$ cat src/rtl/ntt_input_gather_if.sv
// ntt_input_gather_if
//
// Groups the serial coefficient stream, the flush control and the 16-lane
// vector handshake of the NTT input gatherer into one bundle.
//
// Signals:
//   din_in / din_valid_in / din_ready_out  serial coefficient stream (valid/ready)
//   flush_in                               synchronous abort/clear
//   NTTD0_out .. NTTD15_out                parallel vector lanes
//   vec_valid_out / vec_ack_in             vector handshake to the butterfly core
//   lane_cnt_out                           words already written into the current write bank
//
// Modports:
//   slave  - the gatherer itself
//   master - the environment (stream producer and vector consumer)
interface ntt_input_gather_if #(
    parameter int P_WIDTH = 64
);
    logic [P_WIDTH-1:0] din_in;
    logic               din_valid_in;
    logic               din_ready_out;
    logic               flush_in;
    logic [P_WIDTH-1:0] NTTD0_out;
    logic [P_WIDTH-1:0] NTTD1_out;
    logic [P_WIDTH-1:0] NTTD2_out;
    logic [P_WIDTH-1:0] NTTD3_out;
    logic [P_WIDTH-1:0] NTTD4_out;
    logic [P_WIDTH-1:0] NTTD5_out;
    logic [P_WIDTH-1:0] NTTD6_out;
    logic [P_WIDTH-1:0] NTTD7_out;
    logic [P_WIDTH-1:0] NTTD8_out;
    logic [P_WIDTH-1:0] NTTD9_out;
    logic [P_WIDTH-1:0] NTTD10_out;
    logic [P_WIDTH-1:0] NTTD11_out;
    logic [P_WIDTH-1:0] NTTD12_out;
    logic [P_WIDTH-1:0] NTTD13_out;
    logic [P_WIDTH-1:0] NTTD14_out;
    logic [P_WIDTH-1:0] NTTD15_out;
    logic               vec_valid_out;
    logic               vec_ack_in;
    logic [3:0]         lane_cnt_out;

    modport slave (
        input  din_in, din_valid_in, flush_in, vec_ack_in,
        output din_ready_out, vec_valid_out, lane_cnt_out,
        output NTTD0_out, NTTD1_out, NTTD2_out, NTTD3_out,
        output NTTD4_out, NTTD5_out, NTTD6_out, NTTD7_out,
        output NTTD8_out, NTTD9_out, NTTD10_out, NTTD11_out,
        output NTTD12_out, NTTD13_out, NTTD14_out, NTTD15_out
    );

    modport master (
        output din_in, din_valid_in, flush_in, vec_ack_in,
        input  din_ready_out, vec_valid_out, lane_cnt_out,
        input  NTTD0_out, NTTD1_out, NTTD2_out, NTTD3_out,
        input  NTTD4_out, NTTD5_out, NTTD6_out, NTTD7_out,
        input  NTTD8_out, NTTD9_out, NTTD10_out, NTTD11_out,
        input  NTTD12_out, NTTD13_out, NTTD14_out, NTTD15_out
    );
endinterface

$ cat src/rtl/ntt_input_gather.sv
// ntt_input_gather
//
// Input-side deserializer for the 16-lane NTT datapath. Accepts one
// coefficient per cycle and assembles 16-word vectors in a two-bank
// ping-pong buffer; a completed bank is presented on 16 parallel lanes
// with a valid/ack handshake. One bank can fill while the other is held
// for the consumer, giving 1 word/cycle sustained throughput.
//
// Ports:
//   clk    single clock, rising edge
//   rst_n  asynchronous, active-low reset
//   io     ntt_input_gather_if.slave (stream in, flush, vector out, lane count)
//
// Build option:
//   NTT_GATHER_BITREV_EN  when defined, word k of a vector is stored in lane
//                         bitrev4(k) (bit-reversed order for a DIT core);
//                         otherwise word k goes to lane k.
module ntt_input_gather #(
    parameter int                 P_WIDTH = 64,
    parameter logic [P_WIDTH-1:0] P_ZERO  = '0
) (
    input logic                   clk,
    input logic                   rst_n,
    ntt_input_gather_if.slave     io
);

    // Control state
    logic [1:0] full_q, full_d;
    logic       wbank_q, wbank_d;
    logic       rbank_q, rbank_d;
    logic [3:0] lane_cnt_q, lane_cnt_d;
    logic       run_q, run_d;

    // Ping-pong storage: bank_q[bank][lane]
    logic [P_WIDTH-1:0] bank_q [0:1][0:15];

    logic               din_ready;
    logic               vec_valid;
    logic               accept;
    logic               ack;
    logic               wr_en;
    logic [3:0]         wr_lane;
    logic [P_WIDTH-1:0] lane_data [0:15];

    // Ready depends only on registered state, so an ack can never reach
    // din_ready_out in the same cycle; a freed bank shows up one edge later.
    assign din_ready = run_q & ~full_q[wbank_q];
    assign vec_valid = full_q[rbank_q];
    assign accept    = io.din_valid_in & din_ready;
    // An ack with nothing valid is ignored.
    assign ack       = io.vec_ack_in & vec_valid;
    // Flush wins over a concurrent accept: the word is not stored.
    assign wr_en     = accept & ~io.flush_in;

`ifdef NTT_GATHER_BITREV_EN
    assign wr_lane = {lane_cnt_q[0], lane_cnt_q[1], lane_cnt_q[2], lane_cnt_q[3]};
`else
    assign wr_lane = lane_cnt_q;
`endif

    always_comb begin
        // NOTE: every variable gets a default first so no path leaves it
        // unassigned, which would otherwise infer a latch.
        full_d     = full_q;
        wbank_d    = wbank_q;
        rbank_d    = rbank_q;
        lane_cnt_d = lane_cnt_q;
        run_d      = 1'b1;

        if (io.flush_in) begin
            full_d     = 2'b00;
            wbank_d    = 1'b0;
            rbank_d    = 1'b0;
            lane_cnt_d = 4'd0;
        end else begin
            if (accept) begin
                if (lane_cnt_q == 4'd15) begin
                    full_d[wbank_q] = 1'b1;
                    wbank_d         = ~wbank_q;
                    lane_cnt_d      = 4'd0;
                end else begin
                    lane_cnt_d = lane_cnt_q + 4'd1;
                end
            end
            // An accept needs full[wbank]=0 and an ack needs full[rbank]=1,
            // so when both happen they touch different banks and both apply.
            if (ack) begin
                full_d[rbank_q] = 1'b0;
                rbank_d         = ~rbank_q;
            end
        end
    end

    // NOTE: sequential state uses non-blocking assignments so every flop
    // samples the pre-edge values regardless of statement order.
    always_ff @(posedge clk or negedge rst_n) begin
        if (!rst_n) begin
            full_q     <= 2'b00;
            wbank_q    <= 1'b0;
            rbank_q    <= 1'b0;
            lane_cnt_q <= 4'd0;
            run_q      <= 1'b0;
        end else begin
            full_q     <= full_d;
            wbank_q    <= wbank_d;
            rbank_q    <= rbank_d;
            lane_cnt_q <= lane_cnt_d;
            run_q      <= run_d;
        end
    end

    // NOTE: the data banks are deliberately not reset; stale contents are
    // never visible because the lanes are masked while full[rbank] is 0.
    always_ff @(posedge clk) begin
        if (wr_en) begin
            bank_q[wbank_q][wr_lane] <= io.din_in;
        end
    end

    for (genvar g = 0; g < 16; g++) begin : g_lane
        assign lane_data[g] = vec_valid ? bank_q[rbank_q][g] : P_ZERO;
    end

    assign io.din_ready_out = din_ready;
    assign io.vec_valid_out = vec_valid;
    assign io.lane_cnt_out  = lane_cnt_q;

    assign io.NTTD0_out  = lane_data[0];
    assign io.NTTD1_out  = lane_data[1];
    assign io.NTTD2_out  = lane_data[2];
    assign io.NTTD3_out  = lane_data[3];
    assign io.NTTD4_out  = lane_data[4];
    assign io.NTTD5_out  = lane_data[5];
    assign io.NTTD6_out  = lane_data[6];
    assign io.NTTD7_out  = lane_data[7];
    assign io.NTTD8_out  = lane_data[8];
    assign io.NTTD9_out  = lane_data[9];
    assign io.NTTD10_out = lane_data[10];
    assign io.NTTD11_out = lane_data[11];
    assign io.NTTD12_out = lane_data[12];
    assign io.NTTD13_out = lane_data[13];
    assign io.NTTD14_out = lane_data[14];
    assign io.NTTD15_out = lane_data[15];

endmodule

$ cat src/flat_wrapper.sv
// flat-port wrapper written by rule: the top's interface ports become plain ports
module ntt_input_gather_flat 
#(
    parameter int                 P_WIDTH = 64,
    parameter logic [P_WIDTH-1:0] P_ZERO  = '0
)
  (clk, rst_n, io_din_in, io_din_valid_in, io_flush_in, io_vec_ack_in, io_din_ready_out, io_vec_valid_out, io_lane_cnt_out, io_NTTD0_out, io_NTTD1_out, io_NTTD2_out, io_NTTD3_out, io_NTTD4_out, io_NTTD5_out, io_NTTD6_out, io_NTTD7_out, io_NTTD8_out, io_NTTD9_out, io_NTTD10_out, io_NTTD11_out, io_NTTD12_out, io_NTTD13_out, io_NTTD14_out, io_NTTD15_out);
  ntt_input_gather_if #(.P_WIDTH(P_WIDTH)) io_i ();
  input logic clk;
  input logic rst_n;
  input wire logic [$bits(io_i.din_in)-1:0] io_din_in;
  input wire logic [$bits(io_i.din_valid_in)-1:0] io_din_valid_in;
  input wire logic [$bits(io_i.flush_in)-1:0] io_flush_in;
  input wire logic [$bits(io_i.vec_ack_in)-1:0] io_vec_ack_in;
  output wire logic [$bits(io_i.din_ready_out)-1:0] io_din_ready_out;
  output wire logic [$bits(io_i.vec_valid_out)-1:0] io_vec_valid_out;
  output wire logic [$bits(io_i.lane_cnt_out)-1:0] io_lane_cnt_out;
  output wire logic [$bits(io_i.NTTD0_out)-1:0] io_NTTD0_out;
  output wire logic [$bits(io_i.NTTD1_out)-1:0] io_NTTD1_out;
  output wire logic [$bits(io_i.NTTD2_out)-1:0] io_NTTD2_out;
  output wire logic [$bits(io_i.NTTD3_out)-1:0] io_NTTD3_out;
  output wire logic [$bits(io_i.NTTD4_out)-1:0] io_NTTD4_out;
  output wire logic [$bits(io_i.NTTD5_out)-1:0] io_NTTD5_out;
  output wire logic [$bits(io_i.NTTD6_out)-1:0] io_NTTD6_out;
  output wire logic [$bits(io_i.NTTD7_out)-1:0] io_NTTD7_out;
  output wire logic [$bits(io_i.NTTD8_out)-1:0] io_NTTD8_out;
  output wire logic [$bits(io_i.NTTD9_out)-1:0] io_NTTD9_out;
  output wire logic [$bits(io_i.NTTD10_out)-1:0] io_NTTD10_out;
  output wire logic [$bits(io_i.NTTD11_out)-1:0] io_NTTD11_out;
  output wire logic [$bits(io_i.NTTD12_out)-1:0] io_NTTD12_out;
  output wire logic [$bits(io_i.NTTD13_out)-1:0] io_NTTD13_out;
  output wire logic [$bits(io_i.NTTD14_out)-1:0] io_NTTD14_out;
  output wire logic [$bits(io_i.NTTD15_out)-1:0] io_NTTD15_out;
  assign io_i.din_in = io_din_in;
  assign io_i.din_valid_in = io_din_valid_in;
  assign io_i.flush_in = io_flush_in;
  assign io_i.vec_ack_in = io_vec_ack_in;
  assign io_din_ready_out = io_i.din_ready_out;
  assign io_vec_valid_out = io_i.vec_valid_out;
  assign io_lane_cnt_out = io_i.lane_cnt_out;
  assign io_NTTD0_out = io_i.NTTD0_out;
  assign io_NTTD1_out = io_i.NTTD1_out;
  assign io_NTTD2_out = io_i.NTTD2_out;
  assign io_NTTD3_out = io_i.NTTD3_out;
  assign io_NTTD4_out = io_i.NTTD4_out;
  assign io_NTTD5_out = io_i.NTTD5_out;
  assign io_NTTD6_out = io_i.NTTD6_out;
  assign io_NTTD7_out = io_i.NTTD7_out;
  assign io_NTTD8_out = io_i.NTTD8_out;
  assign io_NTTD9_out = io_i.NTTD9_out;
  assign io_NTTD10_out = io_i.NTTD10_out;
  assign io_NTTD11_out = io_i.NTTD11_out;
  assign io_NTTD12_out = io_i.NTTD12_out;
  assign io_NTTD13_out = io_i.NTTD13_out;
  assign io_NTTD14_out = io_i.NTTD14_out;
  assign io_NTTD15_out = io_i.NTTD15_out;
  ntt_input_gather #(.P_WIDTH(P_WIDTH), .P_ZERO(P_ZERO)) u_core (.clk(clk), .rst_n(rst_n), .io(io_i));
endmodule
$ cat config.mk
export PLATFORM = sky130hd
export DESIGN_NAME = ntt_input_gather_flat
export DESIGN_NICKNAME = d
export VERILOG_FILES = /design/src/rtl/ntt_input_gather_if.sv /design/src/rtl/ntt_input_gather.sv /design/src/flat_wrapper.sv
export SDC_FILE = /design/constraint.sdc
export NUM_CORES = 2
export LEC_CHECK = 0
export BUFFER_PORTS_ARGS = -buffer_cell sky130_fd_sc_hd__buf_2
export CAP_MARGIN = 20
export CORE_MARGIN = 8
export CORE_UTILIZATION = 45
export DETAILED_ROUTE_END_ITERATION = 10
export GPL_TIMING_DRIVEN = 0
export PLACE_DENSITY = 0.66
export SYNTH_ARGS = -nofsm -noshare
export SYNTH_HDL_FRONTEND = slang
export SYNTH_SLANG_ARGS = --single-unit
$ cat constraint.sdc
create_clock -name clk -period 3.9 [get_ports clk]
set_input_delay 0.39 -clock clk [delete_from_list [all_inputs] [get_ports clk]]
set_output_delay 0.39 -clock clk [all_outputs]
set_load 0.02 [all_outputs]
# Word-level counts from Yosys, hierarchy flattened
# Memories as Yosys holds them, arrays and structs flattened.
# Cells that the tools add are included.
dict set report op_classes {
  bitwise 12
  mux 41
  add_sub_neg 1
  order_cmp 6
  eq_ne 1
  reduce_logical 7
}
# operator n
set ops {}
lappend ops {{64-bit two-way mux} 17}
lappend ops {{1024-bit two-way mux} 1}
lappend ops {{64-bit demux with 4-bit select} 1}
lappend ops {{1-bit two-way mux} 12}
lappend ops {{4-bit two-way mux} 3}
lappend ops {{2-bit two-way mux} 5}
lappend ops {{2-bit nonzero test} 3}
lappend ops {{5-bit greater-or-equal comparator, second input constant} 1}
lappend ops {{5-bit by 1-bit less-than comparator with 1-bit output, second input constant} 1}
lappend ops {{4-bit NOT with 5-bit output} 1}
lappend ops {{4-bit by 1-bit adder with 4-bit output, second input constant} 1}
lappend ops {{1-bit bitwise AND} 4}
lappend ops {{4-bit equality test, second input constant} 1}
lappend ops {{1-bit by 2-bit less-than comparator with 1-bit output, second input constant} 2}
lappend ops {{1-bit NOT} 4}
lappend ops {{1-bit logical AND} 3}
lappend ops {{2-bit bitwise AND} 1}
lappend ops {{1-bit demux with 1-bit select} 2}
lappend ops {{1-bit greater-or-equal comparator, second input constant} 2}
lappend ops {{2-bit NOT} 1}
lappend ops {{2-bit bitwise OR} 1}
lappend ops {{2-bit AND reduction} 1}
dict set report word_totals {
  inputBits 69
  mem_count 1
  out_inout_bits 1030
  ff_bits 9
  elab_cells 74
  mem_bits_rw 2048
}
# name words word_bits rd rd_ports_with_merged_regs write_ports line_no
set memory_table {}
lappend memory_table {u_core.bank_q 2 1024 1 0 1 ntt_input_gather.sv:35} ;# logic [P_WIDTH-1:0] bank_q [0:1][0:15];

# Depth between registers and ports, before layout
dict set report logic_depth {
  depth_word 11
  ltp_mapped 8
  mapped_depth_nobuf 4
}

# Worst setup path after synthesis
# OpenSTA, ideal clock, no wires.
dict set report synth_path {
  path_kind {input-to-reg}
  start {input io_flush_in}
  end {memory u_core.bank_q[0][448] (netlist name), enable pin}
  setup_ns 0.486
  n_path_buf 1
  arrival_ns 3.721
  t_required_ns 3.414
  path_slack_ns -0.308
  cell_stages 4
  cell_sequence {and3b_1 > clkbuf_1 > nand3_1 > nor2_1}
}
dict set report synth_via {
  elab_chain_len 4
}
# item line_no
set synth_rtl {}
lappend synth_rtl {{from (decl)} flat_wrapper.sv:13} ;# input wire logic [$bits(io_i.flush_in)-1:0] io_flush_in;
lappend synth_rtl {{1-bit NOT} ntt_input_gather.sv:53} ;# assign wr_en = accept & ~io.flush_in;
lappend synth_rtl {{1-bit bitwise AND} ntt_input_gather.sv:53}
lappend synth_rtl {{1-bit two-way mux} ntt_input_gather.sv:115} ;# if (wr_en) begin
lappend synth_rtl {{1024-bit two-way mux (implied by the code)} ntt_input_gather.sv:116} ;# bank_q[wbank_q][wr_lane] <= io.din_in;
lappend synth_rtl {{to (decl)} ntt_input_gather.sv:35}
# Every way passes these cells.

# Worst setup path in the final report
dict set report layout_path {
  start {register u_core.full_q[0]}
  end {output io_NTTD7_out[41]}
}
dict set report layout_via {
  elab_chain_len 3
}
# item line_no
set layout_rtl {}
lappend layout_rtl {{from (decl)} ntt_input_gather.sv:28} ;# logic [1:0] full_q, full_d;
lappend layout_rtl {{from (signal assigned)} ntt_input_gather.sv:104} ;# full_q <= full_d;
lappend layout_rtl {{1-bit two-way mux (implied by the code) (2 in series)} ntt_input_gather.sv:48} ;# assign vec_valid = full_q[rbank_q];
lappend layout_rtl {{64-bit two-way mux} ntt_input_gather.sv:121} ;# assign lane_data[g] = vec_valid ? bank_q[rbank_q][g] : P_ZERO;
lappend layout_rtl {{to (decl)} flat_wrapper.sv:25} ;# output wire logic [$bits(io_i.NTTD7_out)-1:0] io_NTTD7_out;
# Every way passes these cells. The select of a mux whose other input is x is not followed.

==> results_dict.tcl <==
set metrics [dict create \
    worst_slew_pin_slew_ns 1.00 \
    synth_flop_cell "edfxtp_1" \
    num_vias 45568 \
    fmax_mhz 261 \
    p_switching_mw 8.78 \
    cpMaxStageDelayCell "clkbuf_2" \
    final_area_um2 94600 \
    path_class "reg -> out" \
    power_frac_comb_pct 1.2 \
    setup_slack_ns 0.0616 \
    status "completed" \
    required_ns 3.51 \
    synth_area_leaders "edfxtp_1 79%, mux2i_1 13%, nor2_1 5.1%" \
    postCtsSetupBuffers 0 \
    final.period_utilization_pct 98.4 \
    cts_buffers 204 \
    fin_crit_ns 3.84 \
    path_common_cell "buf_2" \
    cts_sinks 2057 \
    h-tree-depth 4 \
    grt_pass1_vias 44328 \
    p_seq_share_pct 55.3 \
    insertion_delay_ns 0.84 \
    skew_ns 0.0324 \
    grt_max_degree 36 \
    clkPwrFrac_pct 43.5 \
    crit_family "buffers and inverters" \
    seq_area_frac_synth_pct 79.4 \
    critPathMaxFanout 10 \
    routed_wl_mm 267 \
    syn_nets 4504 \
    p_int_mw 35.2 \
    port_buffers 1098 \
    syn_inst 4431 \
    pre_cts_slack_ns 0.406 \
    hold_class "in -> reg" \
    powerDensity_nw_per_um2 466 \
    die-area_um2 186000 \
    grt_antenna_before_repair 19 \
    synth_warnings 0 \
    place_hpwl_mm 190 \
    final_common_cell "edfxtp_1" \
    initial_core_util_pct 45.3 \
    endpoint_kind "primary output" \
    reg2reg_slack_ns 0.97 \
    fill_cells 13585 \
    setup_viol 0 \
    remaining_drc_errors 0 \
    cts_root_buffer "clkbuf_16" \
    rsz0062_at_grt "true" \
    synth_seq_cells 2057 \
    core_um2 172000 \
    critPathMaxStageDelay_ns 0.57 \
    clockBufferDepth 3 \
    crit_chain "inv_1, o21a_1, buf_2, clkbuf_2, buf_2, nor2_1, buf_2" \
    finalPower_mw 44.0 \
    p_leak_nw 32.9 \
    gp_congestion 0.835 \
    dpl_cell_area_um2 88000 \
    drt_iter0_drc 5185 \
    area_growth_pct 21.7 \
    sw_frac_of_total_pct 19.9 \
    synth_edf_count 2048 \
    vdd_drop_max_mv 0.444 \
    grt_first_pass_wirelength_mm 356 \
    synth_cell_types 32 \
    cap_violations 0 \
    drv_slew 0 \
    grt-ovfl-total 0 \
    slew_headroom_pct 33.4 \
    viasPerCell 5.49 \
    layout_common_cells "2048 x edfxtp_1, 1264 x buf_2, 1026 x nor2_1, 1014 x mux2i_1, 207 x clkbuf_16" \
    synth-async-reset-ratio_pct 0.438 \
    fin_cells 8301 \
    synth.top_cell.area_share_pct 79.2 \
    finalHoldViolations 0 \
    final_net_count 5892 \
    drtAntennaViolNets 0 \
    die_h_um 432 \
    dp.cells 7917 \
    num_rows 152 \
    clkTransAtPathRegs_ns 0.06 \
    cts_tree "built" \
    fp.dieW_um 432 \
    regArea_um2 61700 \
    yosys.area.top_type "edfxtp_1" \
    path_buf_inv 5 \
    pin_count 1099 \
    firstDrtPassIters 5 \
    syn_area_um2 77700 \
    start_kind "flop" \
    multi_input_comb_area_um2 14900 \
    arrival_ns 3.45 \
    drt-wirelength-per-cell_um 32.2 \
    post-route-util_pct 55.1 \
    syn_area_per_cell_um2 17.5 \
    grt_usage_pct 27.5 \
    layout-drive-gt1-share_pct 28.6 \
]
power groups by stage:
stage               registers (mW)  clock network (mW)  logic (mW)
finish                        24.4                19.1       0.539
global placement              24.8                   0       0.500
CTS                           24.4                19.3       0.536
global route                  24.3                20.2       0.557
detailed placement            24.8                   0       0.531
floorplan                     24.8                   0      0.0334
Yosys cell counts (3+ instances only):
library cell and instances:
dfrtp_1 9, edfxtp_1 2048, nand3_1 11, mux2i_1 1025, ha_1 4, or4_1 3, and3_1 3, nor2_1 1058
nand2_1 5, inv_1 6, clkbuf_1 17, buf_2 174, a21oi_1 6, buf_6 38, buf_1 3
state kept, by name, summed over array words and instances, names as in the netlist:
signal and flops:
u_core.wbank_q 1, u_core.full_q 2, u_core.rbank_q 1, u_core.bank_q 2048
u_core.io.lane_cnt_out 4, u_core.run_q 1
through the flow:
| stage | hold slack [ns] | setup TNS [ns] |
|---|---|---|
| floorplan | 0.0944 | -557.12 |
| global placement | 0.251 | -7214.72 |
| detailed placement | 0.256 | 0 |
| CTS | 0.0477 | -0.0291 |
| global route | 0.110 | -0.0334 |
| finish | 0.156 | 0 |
worst paths after layout:
check	cells past startpoint	endpoint	startpoint
min in group asynchronous	3	u_core.io.lane_cnt_out[2]	rst_n
worst max register to register	5	u_core.bank_q[0][100]	u_core.run_q
max in group asynchronous	3	u_core.full_q[1]	rst_n
worst min register to register	2	u_core.io.lane_cnt_out[1]	u_core.run_q
worst max-delay path	7	io_NTTD7_out[41]	u_core.full_q[0]
worst min-delay path	1	u_core.bank_q[0][593]	io_din_in[17]
cells by family (layout without fill, tap and decap cells):
| group | Yosys count | count (layout) | synth area share [%] |
|---|---|---|---|
| AOI/OAI and AO/OA | 15 | 15 | 0.122 |
| adders and majority gates | 4 | 4 | 0.0644 |
| buffers and inverters | 240 | 1794 | 1.82 |
| DFF | 2057 | 2057 | 79.4 |
| muxes | 1026 | 1026 | 13.2 |
| other | 1 | 7 | 0.00483 |
| and+or+nand+nor | 1088 | 1088 | 5.33 |
area by class of cell:
class | count | area share, %
clock buffer | 255 | 5.67
antenna | 6 | 0.0159
tap | 2310 | 3.06
clock inverter | 117 | 1.15
multi-input combinational | 2134 | 15.7
inverter | 6 | 0.0238
buffer | 234 | 1.50
sequential | 2057 | 65.3
timing repair buffer | 1182 | 7.61
metal layers:
layer	share of wire (%)	vias to the layer above	global-route usage, %
met3	8.4	461	5.08
met1	38	23261	34.9
met2	48	2541	45.4
met4	5.8	14	14.1
met5	0.034	-	0
li1	-	19291	-
repair_timing:
| item | in CTS | in global routing |
|---|---|---|
| endpoints found under the hold margin | 37 | 0 |
| endpoints found under the setup margin | 39 | 2 |
| gates resized for setup | 22 | 2 |
| hold buffers | 6 | 0 |
worst register-to-register path, cell delays in order, from the launching register on:
cell and delay (ns):
dfrtp_1 0.40, and3b_1 0.19, clkbuf_1 0.32, nand3_1 0.44, nor2_4 0.89, buf_12 0.31
Note: power is estimated with default switching activity, not from simulation.
